$ cat config.mk
export PLATFORM = sky130hd
export DESIGN_NAME = counter_run_ctrl_flat
export DESIGN_NICKNAME = d
export VERILOG_FILES = /design/src/rtl/counter_run_ctrl_if.sv /design/src/rtl/counter_run_ctrl.sv /design/src/flat_wrapper.sv
export SDC_FILE = /design/constraint.sdc
export NUM_CORES = 1
export LEC_CHECK = 0
export CAP_MARGIN = 10
export CORE_MARGIN = 2
export CORE_UTILIZATION = 55
export DETAILED_ROUTE_END_ITERATION = 12
export HOLD_SLACK_MARGIN = 0.1
export PLACE_DENSITY = 0.75
export REMOVE_ABC_BUFFERS = 1
export SLEW_MARGIN = 20
export SYNTH_ARGS = -nofsm -noshare
export SYNTH_HDL_FRONTEND = slang
export SYNTH_SLANG_ARGS = --single-unit
$ cat constraint.sdc
create_clock -name clk -period 5.44 [get_ports clk]
set_input_delay 0.544 -clock clk [delete_from_list [all_inputs] [get_ports clk]]
set_output_delay 0.544 -clock clk [all_outputs]
set_load 0.02 [all_outputs]
$ cat src/rtl/counter_run_ctrl_if.sv
// Key inputs and counter/LED status outputs of the lab-board run controller.
// The master side drives the raw keys; the slave side is the controller.
interface counter_run_ctrl_if #(
  parameter int unsigned CNT_W = 4
) ();

  logic [3:0]       key_n;
  logic [CNT_W-1:0] cnt;
  logic [CNT_W-1:0] led_n;
  logic [1:0]       state;
  logic             dir_down;
  logic             tick;
  logic             wrap;

  modport master (
    output key_n,
    input  cnt,
    input  led_n,
    input  state,
    input  dir_down,
    input  tick,
    input  wrap
  );

  modport slave (
    input  key_n,
    output cnt,
    output led_n,
    output state,
    output dir_down,
    output tick,
    output wrap
  );

endinterface

$ cat src/rtl/counter_run_ctrl.sv
// Key-driven IDLE/RUN/PAUSE controller for a prescaled up/down counter:
// synchronises and debounces four active-low keys, sequences the counter, drives LEDs.
module counter_run_ctrl #(
  parameter int unsigned CNT_W           = 4,
  parameter int unsigned PRESCALE        = 25000000,
  parameter int unsigned DEBOUNCE_CYCLES = 500000
) (
  input logic               clk,
  input logic               reset,
  counter_run_ctrl_if.slave bus
);

  localparam int unsigned NumKeys = 4;
  // Debounce counter only has to reach DEBOUNCE_CYCLES-1; the final sample flips the level.
  localparam int unsigned DbW = (DEBOUNCE_CYCLES > 1) ? $clog2(DEBOUNCE_CYCLES) : 1;
  localparam int unsigned PsW = $clog2(PRESCALE);

  localparam logic [DbW-1:0] DbLast = DbW'(DEBOUNCE_CYCLES - 1);
  localparam logic [PsW-1:0] PsLast = PsW'(PRESCALE - 1);

  localparam logic [1:0] StIdle  = 2'd0;
  localparam logic [1:0] StRun   = 2'd1;
  localparam logic [1:0] StPause = 2'd2;

  localparam int unsigned KeyStart = 0;
  localparam int unsigned KeyDir   = 1;
  localparam int unsigned KeyStep  = 2;
  localparam int unsigned KeyClear = 3;

  // ---------------------------------------------------------------------------
  // Key input path: 2-flop synchroniser, debounce, press-event detection
  // ---------------------------------------------------------------------------
  logic [NumKeys-1:0] sync1_q;
  logic [NumKeys-1:0] sync2_q;
  logic [NumKeys-1:0] level_q;
  logic [NumKeys-1:0] level_d;
  logic [NumKeys-1:0] press_q;
  logic [NumKeys-1:0] press_d;
  logic [DbW-1:0]     db_cnt_q [NumKeys];
  logic [DbW-1:0]     db_cnt_d [NumKeys];

  always_comb begin
    for (int i = 0; i < NumKeys; i++) begin
      level_d[i]  = level_q[i];
      press_d[i]  = 1'b0;
      db_cnt_d[i] = '0;
      if (sync2_q[i] != level_q[i]) begin
        if (db_cnt_q[i] == DbLast) begin
          level_d[i] = sync2_q[i];
          press_d[i] = ~sync2_q[i];
        end else begin
          db_cnt_d[i] = db_cnt_q[i] + DbW'(1);
        end
      end
    end
  end

  always_ff @(posedge clk) begin
    if (reset) begin
      sync1_q <= '1;
      sync2_q <= '1;
      level_q <= '1;
      press_q <= '0;
      for (int i = 0; i < NumKeys; i++) begin
        db_cnt_q[i] <= '0;
      end
    end else begin
      sync1_q <= bus.key_n;
      sync2_q <= sync1_q;
      level_q <= level_d;
      press_q <= press_d;
      for (int i = 0; i < NumKeys; i++) begin
        db_cnt_q[i] <= db_cnt_d[i];
      end
    end
  end

  logic start_ev;
  logic dir_ev;
  logic step_ev;
  logic clear_ev;

  assign start_ev = press_q[KeyStart];
  assign dir_ev   = press_q[KeyDir];
  assign step_ev  = press_q[KeyStep];
  assign clear_ev = press_q[KeyClear];

  // ---------------------------------------------------------------------------
  // Run FSM, prescaler and counter
  // ---------------------------------------------------------------------------
  logic [1:0]       state_q;
  logic [1:0]       state_d;
  logic [CNT_W-1:0] cnt_q;
  logic [CNT_W-1:0] cnt_d;
  logic [PsW-1:0]   presc_q;
  logic [PsW-1:0]   presc_d;
  logic             dir_down_q;
  logic             dir_down_d;
  logic             wrap_q;
  logic             wrap_d;
  logic             tick;
  logic             do_step;
  logic             at_edge;

  assign tick = (state_q == StRun) && (presc_q == PsLast);

  always_comb begin
    state_d = state_q;
    do_step = 1'b0;
    if (clear_ev) begin
      state_d = StIdle;
    end else begin
      // A start press drops a same-cycle step press, but never a prescaler tick.
      do_step = tick | (step_ev & ~start_ev & (state_q != StRun));
      if (start_ev) begin
        case (state_q)
          StIdle:  state_d = StRun;
          StRun:   state_d = StPause;
          StPause: state_d = StRun;
          default: state_d = StIdle;
        endcase
      end
    end
  end

  // Direction used for a step is the registered one, before any same-cycle toggle.
  assign at_edge = dir_down_q ? (cnt_q == '0) : (cnt_q == '1);

  always_comb begin
    cnt_d = cnt_q;
    if (clear_ev) begin
      cnt_d = '0;
    end else if (do_step) begin
      cnt_d = dir_down_q ? (cnt_q - CNT_W'(1)) : (cnt_q + CNT_W'(1));
    end
  end

  assign wrap_d     = do_step & at_edge;
  assign dir_down_d = dir_down_q ^ dir_ev;

  // Prescaler only runs while staying in RUN, so every RUN entry starts a full period.
  always_comb begin
    presc_d = '0;
    if ((state_q == StRun) && (state_d == StRun) && !tick) begin
      presc_d = presc_q + PsW'(1);
    end
  end

  always_ff @(posedge clk) begin
    if (reset) begin
      state_q    <= StIdle;
      cnt_q      <= '0;
      presc_q    <= '0;
      dir_down_q <= 1'b0;
      wrap_q     <= 1'b0;
    end else begin
      state_q    <= state_d;
      cnt_q      <= cnt_d;
      presc_q    <= presc_d;
      dir_down_q <= dir_down_d;
      wrap_q     <= wrap_d;
    end
  end

  assign bus.cnt      = cnt_q;
  assign bus.led_n    = ~cnt_q;
  assign bus.state    = state_q;
  assign bus.dir_down = dir_down_q;
  assign bus.tick     = tick;
  assign bus.wrap     = wrap_q;

endmodule
$ cat src/flat_wrapper.sv
// flat-port wrapper written by rule: the top's interface ports become plain ports
module counter_run_ctrl_flat 
#(
  parameter int unsigned CNT_W           = 4,
  parameter int unsigned PRESCALE        = 25000000,
  parameter int unsigned DEBOUNCE_CYCLES = 500000
)
  (clk, reset, bus_key_n, bus_cnt, bus_led_n, bus_state, bus_dir_down, bus_tick, bus_wrap);
  counter_run_ctrl_if #(.CNT_W(CNT_W)) bus_i ();
  input logic clk;
  input logic reset;
  input wire logic [$bits(bus_i.key_n)-1:0] bus_key_n;
  output wire logic [$bits(bus_i.cnt)-1:0] bus_cnt;
  output wire logic [$bits(bus_i.led_n)-1:0] bus_led_n;
  output wire logic [$bits(bus_i.state)-1:0] bus_state;
  output wire logic [$bits(bus_i.dir_down)-1:0] bus_dir_down;
  output wire logic [$bits(bus_i.tick)-1:0] bus_tick;
  output wire logic [$bits(bus_i.wrap)-1:0] bus_wrap;
  assign bus_i.key_n = bus_key_n;
  assign bus_cnt = bus_i.cnt;
  assign bus_led_n = bus_i.led_n;
  assign bus_state = bus_i.state;
  assign bus_dir_down = bus_i.dir_down;
  assign bus_tick = bus_i.tick;
  assign bus_wrap = bus_i.wrap;
  counter_run_ctrl #(.CNT_W(CNT_W), .PRESCALE(PRESCALE), .DEBOUNCE_CYCLES(DEBOUNCE_CYCLES)) u_core (.clk(clk), .reset(reset), .bus(bus_i));
endmodule
==> results of run 1 <==
[how the worst max path moves through the flow]
stage | slack, ps | to | startpoint
2_1_floorplan | 3390 | bus_tick | u_core.presc_q[10]
3_3_place_gp | 2740 | u_core.presc_q[24] | reset
3_5_place_dp | 2650 | u_core.presc_q[24] | reset
4_1_cts | 2440 | bus_tick | u_core.presc_q[10]
5_1_grt | 2360 | bus_tick | u_core.presc_q[10]
6_report | 2450 | bus_tick | u_core.presc_q[10]
[cell usage in the layout, fill, tap and decap left out, types with 4 or more instances in the layout]
master,count
nor2_1,130
dfxtp_1,125
xor2_1,59
nand3_1,43
xnor2_1,40
nand2_1,35
nand4_1,29
inv_1,18
clkdlybuf4s50_1,18
and3_1,16
clkbuf_16,16
nor3_1,13
nor4_1,10
or2_2,9
ha_1,7
and4_1,6
nand2b_1,6
nor4b_1,4
a21oi_1,4
a211o_1,4
and2_1,4
clkbuf_8,4
clkinvlp_4,4
[cell type report]
type / count / area (um2)
Tap cell: 133 / 166
Sequential cell: 125 / 2500
Timing Repair Buffer: 18 / 180
Clock buffer: 22 / 463
Multi-Input combinational cell: 443 / 2700
Clock inverter: 10 / 114
Inverter: 18 / 67.6
Fill cell: 806 / 3450
[synth_stat cells (2+ instances only)]
cell type  instances  area, um2
buf_2              5       25.0
xnor2_1           40        350
nand2_1           35        131
or2_2              9       56.3
ha_1               7       87.6
and2_1             4       25.0
nand4_1           29        181
nand2b_1           6       37.5
nor3_1            13       65.1
nor4_1            10       62.6
dfxtp_1          125       2500
nor4b_1            4       35.0
a21oi_1            4       20.0
or3_1              3       18.8
nor2b_1            3       18.8
xor2_1            59        517
nor2_1           130        488
and4_1             6       52.6
mux2i_1            3       30.0
nand3_1           43        215
and3_1            16        100
buf_4              5       37.5
inv_1             18       67.6
and3_2             2       15.0
a211o_1            4       35.0
buf_6              3       33.8
clkbuf_1           4       15.0
[power by group through the flow]
stage | Sequential (mW) | Clock, mW | Combinational, mW
4_1_cts | 0.922 | 1.10 | 0.0169
3_3_place_gp | 0.941 | 0 | 0.0162
5_1_grt | 0.922 | 1.14 | 0.0188
2_1_floorplan | 0.941 | 0 | 0.00899
6_report | 0.922 | 1.08 | 0.0167
3_5_place_dp | 0.941 | 0 | 0.0168
[metal layers]
metal  track usage, %  up-vias
li1                 -     2067
met1             22.8     1880
met5                0        -
met3             6.03       14
met2             31.0       55
met4             8.20        0
[registers in the layout (all words and copies together) (netlist names), 2 cells and up]
register / count
u_core.sync2_q: 4
u_core.db_cnt_q: 76
u_core.bus.cnt: 4
u_core.presc_q: 25
u_core.sync1_q: 4
u_core.level_q: 4
u_core.bus.state: 2
u_core.press_q: 4
[through the flow]
step | power (mW) | area, um2 | setup slack, ps | instances
after detailed placement | 0.958 | 5620 | 2650 | 737
after global placement | 0.958 | 5620 | 2740 | 737
after CTS | 2.04 | 6190 | 2440 | 769
after global routing | 2.08 | 6190 | 2360 | 769
after floorplan | 0.950 | 5270 | 3390 | 586
final | 2.02 | 6190 | 2450 | 769
[kinds of logic after synthesis]
kind of cell / share of synthesized area (%)
AO/OA/AOI/OAI: 1.85
XOR/XNOR: 16.1
adder cells (fa/ha/maj): 1.99
buffers and inverters: 3.68
flip-flops: 46.3
multiplexers: 0.556
AND/OR/NAND/NOR: 29.5
[critical path, delay by kind of cell, from the launching register on]
family	cells	cell delay, ps
DFF	1	330
buffers and inverters	1	660
and+or+nand+nor	3	940
==> impl_metrics.ini, run 1 <==
[status]
outcome = complete, no violations

[floorplanning]
num_io_pins = 19
num_rows = 36
start_util_pct = 56.0
core_region_area_mm2 = 0.00964
fp.dieW_um = 103
fp.dieH_um = 103
dieArea_mm2 = 0.0106

[power_and_ir_drop]
power_density_mw_per_mm2 = 326
clkPwrFrac_pct = 53.5
p_leak_nw = 2.06
netSwitchingFraction_pct = 20.1
ir_drop_v = 0.000216
p_comb_share_pct = 0.8
seq_power_share_pct = 45.7
p_sw_uw = 405
p_int_mw = 1.61

[sta]
fmax_ghz = 0.335
slew_headroom_pct = 46.7
finalHoldViolCount = 0
worst_pin_slew_ps = 799
hold_ws_ps = 409
finalCritPeriodShare_pct = 55.0
maxSlewViolCount = 0
tns_ps = 0
min_period_ps = 2990
clock_skew_ps = 8.50
setup_viol = 0
rsz0062_at_grt = false

[finish]
n_antenna_cell = 0
fin_util_pct = 64.2
syn_to_final_growth_pct = 14.7
drive_gt1_share_pct = 7.39
finalNetCount = 637

[worst_setup_path]
reg2reg_depth = 5
timing.rr.start = u_core.presc_q[10]
crit_chain = nor4_1, nand4_1, nor4_1, clkdlybuf4s50_1
critPathArrivalTime_ps = 2450
slowest_delay_ps = 660
cp_max_fo = 4
critPathLaunchType = flop
crit_slowest_cell = clkdlybuf4s50_1
required_ps = 4900
crit_path_end_kind = output port
path_class = reg -> out
crit_top_cell = nor4_1
timing.rr.end = u_core.presc_q[7]
ff2ff_setup_slack_ps = 3180

[drt]
routed_wl_um = 9630
drc_errors = 0
drt_iter0_markers = 126
drtAntennaViolNets = 0
dr_wl_met2_um = 4670
dr_total_vias = 4016
top_layer = met4
dr.pass1.iters = 4
route.met3.wl_um = 389
via_per_inst = 5.22
wl_per_cell_um = 12.5
wirelength_met1_um = 4430

[clock_network]
hold_buffers = 0
clk_pin_slew_worst_paths_ps = 50
cts_tree = done
cts_buffer_depth = 2
root_buffer = clkbuf_8
clock-sinks = 125
h-tree-depth = 4
post_cts_resized = 0
numCtsBuffers = 17
clock_latency_ps = 520
post_cts_buffers = 0

[min_path]
min_to = u_core.sync2_q[3]
whs_path_depth = 1
hold_path_class = reg -> reg
hold_start = u_core.sync1_q[3]

[synth]
synth_edf_count = 0
yosysWarnings = 0
async_flop_share_pct = 0
yosysSeqAreaShare_pct = 46.3
netlist_area_mm2 = 0.00540
synth.ff_latch_count = 125
ys_types = 42
syn_avg_cell_area_um2 = 8.93
ys.flop_type = dfxtp_1
syn_inst = 605

[grt]
grt_start_max_net_pins = 26
grt_first_pass_wirelength_um = 15600
grt_use_total_pct = 18.9
grt_remaining_overflow = 0
antenna_found_initial = 0
grt_pass1_vias = 3589

[placed_design]
portBuffers = 18
hpwl_um = 6550
routabilityCongestion = 0.809

[run]
drv_cap = 0
Power figures use the tool's default switching activity.
==> inputs of run 2 (changes only) <==
==> constraint.sdc (replaced) <==
create_clock -name clk -period 3.1 [get_ports clk]
set_input_delay 0.31 -clock clk [delete_from_list [all_inputs] [get_ports clk]]
set_output_delay 0.31 -clock clk [all_outputs]
set_load 0.02 [all_outputs]
==> run 2 against run 1 <==
Net effect:
- setup slack got worse by 2100 ps
- cell count stayed put
- utilization grew 0.18 points
- clock skew is 1.8 ps lower
- sequential power is 76% higher
- first-iteration DRC count fell by 18%
- critical path type unchanged
- highest routed layer unchanged
==> impl_metrics.ini, run 2 (same netlist as run 1, synthesis figures left out) <==
[worst_setup_path]
slowest_delay_ps = 660
path_class = reg -> out
critPathArrivalTime_ps = 2430
crit_slowest_cell = clkdlybuf4s50_1
crit_path_end_kind = output port
crit_top_cell = nor4_1
required_ps = 2790
timing.rr.start = u_core.presc_q[10]
cp_max_fo = 4
critPathLaunchType = flop
crit_chain = nor4_1, nand4_1, nor4_1, clkdlybuf4s50_1
crit_start = u_core.presc_q[10]

[floorplanning]
core_region_area_mm2 = 0.00964
num_io_pins = 19
fp.dieW_um = 103
num_rows = 36
fp.dieH_um = 103
dieArea_mm2 = 0.0106
start_util_pct = 56.0

[min_path]
hold_start = bus_key_n[3]
hold_path_class = in -> reg

[drt]
drt_iter0_markers = 103
drtAntennaViolNets = 0
dr_wl_met2_um = 4680
wirelength_met1_um = 4520
route.met3.wl_um = 404
dr_total_vias = 4063
via_per_inst = 5.28
wl_per_cell_um = 12.8
dr.pass1.iters = 4
drc_errors = 0
routed_wl_um = 9810
top_layer = met4

[sta]
slew_headroom_pct = 45.0
setup_viol = 0
tns_ps = 0
rsz0062_at_grt = false
worst_pin_slew_ps = 818
finalHoldViolCount = 0
maxSlewViolCount = 0
min_period_ps = 2740
clock_skew_ps = 6.72
finalCritPeriodShare_pct = 88.5
fmax_ghz = 0.364

[status]
outcome = complete, no violations

[placed_design]
hpwl_um = 6720
portBuffers = 18
routabilityCongestion = 0.862
postPlaceCellArea_mm2 = 0.00563

[grt]
grt_remaining_overflow = 0
grt_start_max_net_pins = 26
grt_first_pass_wirelength_um = 16600
grt_use_total_pct = 19.9
antenna_found_initial = 0
grt_pass1_vias = 3808

[clock_network]
root_buffer = clkbuf_8
hold_buffers = 0
h-tree-depth = 4
numCtsBuffers = 17
clk_pin_slew_worst_paths_ps = 60
post_cts_resized = 0
cts_tree = done
cts_buffer_depth = 2
post_cts_buffers = 0
clock_latency_ps = 510
clock-sinks = 125

[power_and_ir_drop]
p_leak_nw = 2.08
ir_drop_v = 0.000293
power_density_mw_per_mm2 = 575
total_power_mw = 3.57

[finish]
layout_common_cells = 130 x nor2_1, 125 x dfxtp_1, 59 x xor2_1
syn_to_final_growth_pct = 15.0
top_regs = u_core.db_cnt_q (76), u_core.presc_q (25)
n_antenna_cell = 0
top_register = u_core.db_cnt_q
finalNetCount = 639
drive_gt1_share_pct = 7.23
largest_reg_flops = 76
layout_commonest_cell = nor2_1
fin_area_mm2 = 0.00621
fillers = 800

[run]
drv_cap = 0
run 2: metrics by stage:
step                      worst slack, ps  util [%]  hold WS [ps]  instances
after floorplan                      1280         -           382        586
after global placement                917      58.4           391        739
after detailed placement              842      58.4           394        739
after CTS                             368      64.4           335        769
after global routing                  274      64.4           346        769
final                                 355      64.4           359        769
run 2: power breakdown:
part / switching (mW) / leakage, nW / internal, mW
registers: 0.00392 / 1.01 / 1.61
clock network: 0.647 / 0.284 / 1.27
logic: 0.0168 / 0.792 / 0.0144
run 2: path summary, 6_finish.rpt:
kind                                          end  slack (ps)  cells after the start
worst max register to register  u_core.presc_q[9]         810                      5
worst min register to register  u_core.sync2_q[2]         410                      1
worst min-delay path            u_core.sync1_q[3]         360                      2
worst max-delay path                     bus_tick         360                      4
run 2: area by class of cell:
type / count / area (um2) / share of cell area (%)
tap: 133 / 166 / 2.68
clock inverter: 7 / 113 / 1.81
multi-input combinational: 443 / 2700 / 43.5
clock buffer: 23 / 467 / 7.52
inverter: 18 / 67.6 / 1.09
sequential: 125 / 2500 / 40.3
timing repair buffer: 20 / 195 / 3.14
run 2: routing by layer:
layer,track usage [%],vias to the layer above
li1,-,2064
met1,24.3,1915
met2,31.1,67
met3,6.98,17
met4,9.72,0
met5,0,-
run 2: worst max-delay path, delay by kind of cell (launching register included):
kind | cells | cell delay (ps)
flops | 1 | 340
simple gates | 3 | 930
buf+inv | 1 | 660
